$ cat config.mk
export PLATFORM = sky130hd
export DESIGN_NAME = mem_access_m
export DESIGN_NICKNAME = d
export VERILOG_FILES = /design/src/rtl/mips_pkg.sv /design/src/rtl/load_ext.sv /design/src/rtl/mem_access_m.sv
export SDC_FILE = /design/constraint.sdc
export NUM_CORES = 1
export LEC_CHECK = 0
export ABC_AREA = 1
export CAP_MARGIN = 25
export CORE_MARGIN = 1
export CORE_UTILIZATION = 47
export CTS_BUF_LIST = sky130_fd_sc_hd__clkbuf_8
export DETAILED_ROUTE_END_ITERATION = 7
export PLACE_DENSITY = 0.84
export SLEW_MARGIN = 20
export SYNTH_ARGS = -nofsm -noshare
export SYNTH_HDL_FRONTEND = slang
export SYNTH_SLANG_ARGS = --single-unit
$ cat constraint.sdc
create_clock -name clk -period 2.82 [get_ports clk]
set_clock_uncertainty 0.1 [all_clocks]
set_input_delay 0.846 -clock clk [delete_from_list [all_inputs] [get_ports clk]]
set_output_delay 0.846 -clock clk [all_outputs]
set_load 0.05 [all_outputs]
$ cat src/rtl/mips_pkg.sv
`default_nettype none
// mips_pkg: load/store opcode codes, access sizes and the memory-stage FSM state type.
package mips_pkg;

  localparam logic [7:0] OP_LB  = 8'h20;
  localparam logic [7:0] OP_LH  = 8'h21;
  localparam logic [7:0] OP_LW  = 8'h23;
  localparam logic [7:0] OP_LBU = 8'h24;
  localparam logic [7:0] OP_LHU = 8'h25;
  localparam logic [7:0] OP_SB  = 8'h28;
  localparam logic [7:0] OP_SH  = 8'h29;
  localparam logic [7:0] OP_SW  = 8'h2B;

  localparam logic [1:0] SIZE_BYTE = 2'd0;
  localparam logic [1:0] SIZE_HALF = 2'd1;
  localparam logic [1:0] SIZE_WORD = 2'd2;

  typedef enum logic [2:0] {
    S_IDLE   = 3'd0,
    S_ADDR   = 3'd1,
    S_DATA   = 3'd2,
    S_HOLD   = 3'd3,
    S_CANCEL = 3'd4
  } mem_state_e;

  function automatic logic [1:0] op_size(input logic [7:0] op);
    case (op)
      OP_LB, OP_LBU, OP_SB: return SIZE_BYTE;
      OP_LH, OP_LHU, OP_SH: return SIZE_HALF;
      default:              return SIZE_WORD;
    endcase
  endfunction

  function automatic logic op_signed(input logic [7:0] op);
    return (op == OP_LB) || (op == OP_LH);
  endfunction

endpackage
`default_nettype wire

$ cat src/rtl/load_ext.sv
`default_nettype none
// load_ext: selects the addressed byte/half of a load word and sign- or zero-extends it.
module load_ext
  import mips_pkg::*;
(
  input  logic [31:0] rdata_i,
  input  logic [1:0]  addr_lo_i,
  input  logic [1:0]  size_i,
  input  logic        sign_i,
  output logic [31:0] data_o
);

  logic [7:0]  w_byte;
  logic [15:0] w_half;

  always_comb begin
    case (addr_lo_i)
      2'd0:    w_byte = rdata_i[7:0];
      2'd1:    w_byte = rdata_i[15:8];
      2'd2:    w_byte = rdata_i[23:16];
      default: w_byte = rdata_i[31:24];
    endcase
    w_half = addr_lo_i[1] ? rdata_i[31:16] : rdata_i[15:0];
    case (size_i)
      SIZE_BYTE: data_o = {{24{sign_i & w_byte[7]}}, w_byte};
      SIZE_HALF: data_o = {{16{sign_i & w_half[15]}}, w_half};
      default:   data_o = rdata_i;
    endcase
  end

endmodule
`default_nettype wire

$ cat src/rtl/mem_access_m.sv
`default_nettype none
// mem_access_m: M-stage data-bus controller (store formatting, load extension, stall, flush drain).
// MEM_ADDR_EXC_EN: defined = misaligned accesses raise adelM_mem/adesM; undefined = addresses masked to alignment.
module mem_access_m
  import mips_pkg::*;
(
  input  logic        clk,
  input  logic        reset,
  input  logic        memenM,
  input  logic        MemWriteM,
  input  logic [7:0]  ALUControlM,
  input  logic [31:0] aluoutM,
  input  logic [31:0] writedataM,
  input  logic        flush,
  input  logic        stall_in,
  output logic        data_req,
  output logic        data_wr,
  output logic [1:0]  data_size,
  output logic [31:0] data_addr,
  output logic [3:0]  data_wstrb,
  output logic [31:0] data_wdata,
  input  logic        data_addr_ok,
  input  logic        data_data_ok,
  input  logic [31:0] data_rdata,
  output logic [31:0] readdataM,
  output logic        stall_mem,
  output logic        adelM_mem,
  output logic        adesM,
  output logic [31:0] bad_addr_mem
);

  mem_state_e  state_q;
  logic        flush_seen_q;
  logic [31:0] rdata_q;
  logic        wr_q;
  logic        sign_q;
  logic [1:0]  size_q;
  logic [31:0] addr_q;
  logic [3:0]  wstrb_q;
  logic [31:0] wdata_q;

  logic [1:0]  w_size;
  logic        w_sign;
  logic        w_addr_err;
  logic [31:0] w_addr;
  logic [3:0]  w_wstrb;
  logic [31:0] w_wdata;
  logic [31:0] w_ext;
  logic        w_go;

  assign w_size = op_size(ALUControlM);
  assign w_sign = op_signed(ALUControlM);

`ifdef MEM_ADDR_EXC_EN
  logic w_misalign;
  assign w_misalign   = ((w_size == SIZE_HALF) & aluoutM[0]) |
                        ((w_size == SIZE_WORD) & (|aluoutM[1:0]));
  assign w_addr_err   = memenM & w_misalign;
  assign adelM_mem    = w_addr_err & ~MemWriteM;
  assign adesM        = w_addr_err & MemWriteM;
  assign bad_addr_mem = aluoutM;
  assign w_addr       = aluoutM;
`else
  assign w_addr_err   = 1'b0;
  assign adelM_mem    = 1'b0;
  assign adesM        = 1'b0;
  assign bad_addr_mem = 32'h0;
  assign w_addr       = (w_size == SIZE_BYTE) ? aluoutM :
                        (w_size == SIZE_HALF) ? {aluoutM[31:1], 1'b0} :
                                                {aluoutM[31:2], 2'b00};
`endif

  always_comb begin
    case (w_size)
      SIZE_BYTE: begin
        w_wstrb = 4'b0001 << w_addr[1:0];
        w_wdata = {4{writedataM[7:0]}};
      end
      SIZE_HALF: begin
        w_wstrb = 4'b0011 << {w_addr[1], 1'b0};
        w_wdata = {2{writedataM[15:0]}};
      end
      default: begin
        w_wstrb = 4'hF;
        w_wdata = writedataM;
      end
    endcase
    if (!MemWriteM) w_wstrb = 4'h0;
  end

  assign w_go = memenM & ~flush & ~w_addr_err & (state_q == S_IDLE);

  // While waiting in ADDR the request replays the fields captured at issue.
  assign data_req   = w_go | (state_q == S_ADDR);
  assign data_wr    = (state_q == S_ADDR) ? wr_q    : MemWriteM;
  assign data_size  = (state_q == S_ADDR) ? size_q  : w_size;
  assign data_addr  = (state_q == S_ADDR) ? addr_q  : w_addr;
  assign data_wstrb = (state_q == S_ADDR) ? wstrb_q : w_wstrb;
  assign data_wdata = (state_q == S_ADDR) ? wdata_q : w_wdata;

  load_ext u_load_ext (
    .rdata_i   (data_rdata),
    .addr_lo_i (addr_q[1:0]),
    .size_i    (size_q),
    .sign_i    (sign_q),
    .data_o    (w_ext)
  );

  assign stall_mem = w_go | (state_q == S_ADDR) | (state_q == S_CANCEL) |
                     ((state_q == S_DATA) & ~data_data_ok);

  assign readdataM = ((state_q == S_DATA) & data_data_ok & ~flush) ? w_ext : rdata_q;

  always_ff @(posedge clk or negedge reset) begin
    if (!reset) begin
      state_q      <= S_IDLE;
      flush_seen_q <= 1'b0;
      rdata_q      <= 32'h0;
      wr_q         <= 1'b0;
      sign_q       <= 1'b0;
      size_q       <= SIZE_BYTE;
      addr_q       <= 32'h0;
      wstrb_q      <= 4'h0;
      wdata_q      <= 32'h0;
    end else begin
      case (state_q)
        S_IDLE: begin
          if (w_go) begin
            wr_q         <= MemWriteM;
            sign_q       <= w_sign;
            size_q       <= w_size;
            addr_q       <= w_addr;
            wstrb_q      <= w_wstrb;
            wdata_q      <= w_wdata;
            flush_seen_q <= 1'b0;
            state_q      <= data_addr_ok ? S_DATA : S_ADDR;
          end
        end
        S_ADDR: begin
          if (data_addr_ok) begin
            state_q      <= (flush_seen_q | flush) ? S_CANCEL : S_DATA;
            flush_seen_q <= 1'b0;
          end else begin
            flush_seen_q <= flush_seen_q | flush;
          end
        end
        S_DATA: begin
          if (data_data_ok) begin
            if (flush) begin
              state_q <= S_IDLE;
            end else begin
              rdata_q <= w_ext;
              state_q <= stall_in ? S_HOLD : S_IDLE;
            end
          end else if (flush) begin
            state_q <= S_CANCEL;
          end
        end
        S_HOLD: begin
          if (flush || !stall_in) state_q <= S_IDLE;
        end
        S_CANCEL: begin
          if (data_data_ok) state_q <= S_IDLE;
        end
        default: state_q <= S_IDLE;
      endcase
    end
  end

endmodule
`default_nettype wire
==> run_results.csv, run 1 <==
group,metric,value,unit
run_status,status,"did not finish",
run_status,haltStage,"global routing (5_1_grt)",
run_status,run.stop_error,"[ERROR DPL-0038] Utilization greater than 100%, impossible to legalize",
synth,ys_ff_latch,108,
place,dpl_worst_slack,-0.661,ns
clock_tree,cts_root_buf,"clkbuf_8",
synth,synth_top_area_frac,0.391,
synth,netlist_instances,1022,
place,place.gp.congestion,0.938,
synth,netlist_top_cells_area,"dfrtp_1 (39%), nand2_1 (20%), inv_1 (6.8%), nand3_1 (4.9%), o21ai_0 (4.6%)",
global_routing,grt_max_degree,70,
synth,synth_cell_types,30,
synth,yosysTopAreaCell,"dfrtp_1",
synth,yosysSeqAreaShare,0.391,
place,io_buffer_count,216,
timing,worst_endpoint,"readdataM[16]",
synth,yosys_warnings,0,
clock_tree,cts_made_buffers,9,
place,place_inst,1460,
floorplanning,die_y,123,um
synth,syn_area,6920,um^2
synth,avgSynthCellArea,6.77,um^2
clock_tree,htree_num_levels,3,
clock_tree,clock_path_buffers,2,
floorplanning,fp.dieW,123,um
floorplanning,num_rows,43,
floorplanning,ios,251,
timing,endpoint_type,"output port",
place,place_hpwl,16600,um
floorplanning,initial_core_util,0.491,
clock_tree,postCtsHoldBufs,0,
clock_tree,cts.sinks,108,
## metrics by stage
stage / TNS, ns / hold slack [ns] / util / cell area, um^2
2_1_floorplan: -1.15 / 0.344 / - / 7320
3_3_place_gp: -34.99 / 0.357 / 0.761 / 10700
3_5_place_dp: -37.05 / 0.365 / 0.761 / 10700
4_1_cts: -8.05 / 0.334 / 0.938 / 13200
## cells by family after synthesis
kind of cell,Yosys count,share of synthesized area
DFF,108,0.391
and+or+nand+nor,535,0.329
other,1,0.000542
buffers and inverters,216,0.154
AOI/OAI and AO/OA,162,0.126
## what timing repair did
action                                  CTS
hold endpoints to repair                  0
pin swaps                               103
endpoints found under the setup margin  104
cloned                                   18
buffers inserted                         96
gates resized for setup                 424
## synthesized netlist by cell type, drive strengths merged
master  instances
o21a            3
o22ai           1
o21ai         114
o31ai           1
nand4           8
inv           130
buf            75
nor3            2
a21oi          27
dfrtp         108
or2            24
clkbuf         11
nand3          71
nor2           56
nand2         374
o211ai         16
conb            1
==> run 2: changes to the inputs <==
- CORE_UTILIZATION: 47 -> 40
- CTS_BUF_LIST: sky130_fd_sc_hd__clkbuf_8 -> not set
- PLACE_DENSITY: 0.84 -> not set
- PLACE_DENSITY_LB_ADDON: not set -> 0.15
==> run_results.csv, run 2 <==
group,metric,value,unit
synth,synth-edff-count,0,
finish,final_nets,1512,
timing,min_period_over_period,1.08,
flow_run,drv_cap,0,
power,vdd_drop_max,0.000685,V
synth,synth_top_area_frac,0.391,
synth,yosysTopAreaCell,"dfrtp_1",
timing,whs,0.208,ns
synth,syn_area,6920,um^2
floorplanning,die_y,134,um
min_path,hp-class,"primary input to async pin",
place,place_hpwl,15700,um
routing,drcViolationCount,0,
place,dpl_worst_slack,-0.666,ns
setup_path,worstSetupPathType,"primary input to output port",
timing,finalHoldViolCount,0,
timing,final_max_slew_viol_count,0,
power,p_sw,7.00,mW
setup_path,worst_ep_required_time,1.87,ns
timing,relSlewSlack,0.586,
floorplanning,initial_core_util,0.413,
power,seqPwrFrac,0.187,
place,io_buffer_count,216,
setup_path,path_max_fanout,8,
timing,max_slew.worst_pin.slew,0.621,ns
synth,synth_common_cells,"nand2_1 (372), inv_1 (126), dfrtp_1 (108), nand3_1 (68), o21ai_0 (64)",
routing,ant_nets,0,
clock_tree,htree_num_levels,3,
floorplanning,ios,251,
clock_tree,cts.sinks,108,
setup_path,critical_path.endpoint_type,"output port",
finish,final_cell_mix,"nand2_1 (267), buf_4 (150), buf_12 (107)",
finish,drive_gt1_frac,0.478,
finish,reg.largest.list,"addr_q x32, rdata_q x32, wdata_q x32",
power,pwr-share-comb,0.722,
setup_path,cp.arrival,2.11,ns
timing,min_period,3.06,ns
synth,ys.flop_type,"dfrtp_1",
finish,final_common_cell,"nand2_1",
synth,synthMostInstantiatedCell,"nand2_1",
clock_tree,postCtsHoldBufs,0,
routing,vias_per_cell,5.25,
routing,drt-total-wl,29500,um
timing,finalSetupViolCount,73,
clock_tree,cts_root_buf,"clkbuf_16",
synth,yosysSeqAreaShare,0.391,
floorplanning,num_rows,47,
power,finalPower,14.6,mW
synth,ys_ff_latch,108,
clock_tree,cts.clk_slew.worst_paths,0.08,ns
synth,yosys_warnings,0,
global_routing,grt_pass1_vias,8256,
power,clkPwrFrac,0.091,
setup_path,start_kind,"primary input",
finish,fillers,928,
run_status,violations,"setup timing",
power,p_leak,6.74,nW
power,intPower,7.62,mW
global_routing,grtUsageTotal,0.303,
finish,final_area,14000,um^2
global_routing,grt_first_pass_wirelength,42700,um
routing,firstDrtPassIters,7,
synth,netlist_instances,1022,
power,power_density,1040,nW/um^2
global_routing,globalRouteOverflowTotal,0,
routing,wl_per_cell,18.1,um
place,place_area,10800,um^2
run_status,status,"finished, violations left",
finish,area_growth,102,%
synth,synthArstFlopShare,1.00,
floorplanning,fp.dieW,134,um
clock_tree,cts_tree,"built",
global_routing,grt_max_degree,64,
clock_tree,cts_made_buffers,9,
place,place.gp.congestion,0.874,
timing,rsz0062_at_grt,"yes",
clock_tree,insertion_delay,0.35,ns
global_routing,antenna_found_initial,2,
synth,synth_cell_types,30,
synth,avgSynthCellArea,6.77,um^2
synth,netlist_top_cells_area,"dfrtp_1 (39%), nand2_1 (20%), inv_1 (6.8%), nand3_1 (4.9%), o21ai_0 (4.6%)",
floorplanning,fp.dieArea,17800,um^2
routing,vias,8538,
finish,fin_util,0.836,
timing,clock.fmax,327,MHz
power,p_sw_frac,0.479,
floorplanning,core,16800,um^2
routing,drtIter0Drc,646,
timing,final.setup.worst_slack,-0.237,ns
clock_tree,clock_path_buffers,2,
==> run 2: per-layer routing <==
metal	vias up	global-route usage	wire length, um
li1	3895	-	-
met1	4077	0.361	10900
met2	448	0.530	15300
met3	118	0.0575	2120
met4	0	0.134	1260
met5	-	0	0
==> run 2: worst paths after layout <==
kind | from | cells after the start | to | slack [ns]
max | ALUControlM[7] | 12 | data_wdata[9] | -0.24
min | reset | 1 | rdata_q[13] | 0.21
min reg2reg | wdata_q[27] | 2 | wdata_q[27] | 0.39
max reg2reg | addr_q[1] | 18 | rdata_q[0] | 0.04
min in group clk | wdata_q[27] | 2 | wdata_q[27] | 0.39
max in group asynchronous | reset | 2 | addr_q[1] | 1.73
==> run 2: layout make-up <==
class / instances / area [um^2] / share of cell area
clock buffer: 10 / 229 / 0.0164
inverter: 130 / 554 / 0.0396
sequential: 108 / 2710 / 0.193
antenna: 2 / 5.00 / 0.000357
multi-input combinational: 731 / 5050 / 0.361
clock inverter: 6 / 68.8 / 0.00491
timing repair buffer: 420 / 5110 / 0.365
tap: 220 / 275 / 0.0197
==> run 2: stage by stage <==
stage,cells,TNS (ns)
final,1627,-6.88
after global routing,1627,-11.55
after CTS,1605,-4.83
after detailed placement,1496,-33.26
after global placement,1496,-32.36
after floorplan,1055,-1.15
==> run 2: power groups by stage <==
stage	clock network, mW	registers [mW]	logic, mW
floorplan	0	2.54	4.93
global placement	0	2.62	8.55
detailed placement	0	2.63	8.65
CTS	1.35	2.65	9.67
global route	1.42	2.79	11.0
finish	1.33	2.73	10.6
==> run 2: critical path: stages <==
cell and delay (ns):
buf_6 0.10, nor2_4 0.15, inv_2 0.07, nor2_4 0.11, buf_6 0.13, buf_12 0.11, nand2_8 0.09, nand2_1 0.12
nand3_2 0.09, nand2_1 0.10, nand2_2 0.07, buf_8 0.14
==> run 2: repair_timing <==
action                                  4_1_cts  5_1_grt
resized for setup                           424      201
buffers inserted                             84       31
pin swaps                                    95       79
endpoints found under the setup margin       97      100
gates cloned                                  9        1
==> run 2: cells by family after synthesis <==
logic type | after synthesis | share of synthesized area
AO/OA/AOI/OAI | 162 | 0.126
flip-flops | 108 | 0.391
buffers and inverters | 216 | 0.154
other | 1 | 0.000542
AND/OR/NAND/NOR | 535 | 0.329
No activity file was read; power rests on OpenSTA's default activity.
==> run 3: changes to the inputs <==
- ABC_CLOCK_PERIOD_IN_PS: not set -> 2820
- CORE_UTILIZATION: 40 -> 45
- PLACE_DENSITY: not set -> 0.81
- PLACE_DENSITY_LB_ADDON: 0.15 -> not set
==> run_results.csv, run 3 <==
group,metric,value,unit
synth,synth_top_area_frac,0.391,
clock_tree,cts_root_buf,"clkbuf_16",
synth,syn_area,6920,um^2
clock_tree,cts.sinks,108,
global_routing,globalRouteOverflowTotal,10,
clock_tree,clock_path_buffers,2,
synth,synth_cell_types,30,
floorplanning,initial_core_util,0.469,
synth,netlist_top_cells_area,"dfrtp_1 (39%), nand2_1 (20%), inv_1 (6.8%), nand3_1 (4.9%), o21ai_0 (4.6%)",
synth,synth-edff-count,0,
place,place_hpwl,16500,um
synth,synthMostInstantiatedCell,"nand2_1",
run_status,haltStage,"global routing (5_1_grt)",
floorplanning,die_y,126,um
run_status,run.stop_error,"[ERROR GRT-0232] Routing congestion too high. Check the congestion heatmap in the GUI.",
place,place_area,10700,um^2
clock_tree,htree_num_levels,3,
global_routing,grt_max_degree,57,
place,io_buffer_count,216,
synth,ys_ff_latch,108,
timing,worst_endpoint,"data_wdata[9]",
timing,endpoint_type,"output port",
synth,netlist_instances,1022,
global_routing,grtUsageTotal,0.686,
synth,avgSynthCellArea,6.77,um^2
synth,synth_common_cells,"nand2_1 (372), inv_1 (126), dfrtp_1 (108), nand3_1 (68), o21ai_0 (64)",
synth,yosysSeqAreaShare,0.391,
floorplanning,num_rows,44,
synth,yosysTopAreaCell,"dfrtp_1",
synth,synthArstFlopShare,1.00,
place,place.gp.congestion,0.937,
synth,yosys_warnings,0,
synth,ys.flop_type,"dfrtp_1",
floorplanning,ios,251,
floorplanning,fp.dieW,126,um
run_status,status,"did not finish",
clock_tree,cts_made_buffers,9,
[run 3: cell counts after synthesis]
Identical to the previous run, type by type.
[run 3: kinds of logic after synthesis]
family                 share of synthesized area
AOI/OAI and AO/OA                          0.126
other                                   0.000542
DFF                                        0.391
buffers and inverters                      0.154
and+or+nand+nor                            0.329
[run 3: repair_timing]
| action | 4_1_cts |
|---|---|
| endpoints found under the setup margin | 105 |
| hold buffers | 0 |
| pin swaps | 99 |
| setup buffers | 81 |
| resized for setup | 404 |
| gates cloned | 14 |
[run 3: stage by stage]
stage | hold WS, ns | setup WS, ns | cells
global placement | 0.358 | -0.697 | 1465
detailed placement | 0.362 | -0.700 | 1465
floorplan | 0.344 | -0.111 | 1055
CTS | 0.287 | -0.241 | 1575
[run 3: per-layer routing]
layer	overflow	track usage
met1	0	0.655
met2	5	0.914
met3	0	0.491
met4	5	0.742
met5	0	0.0588
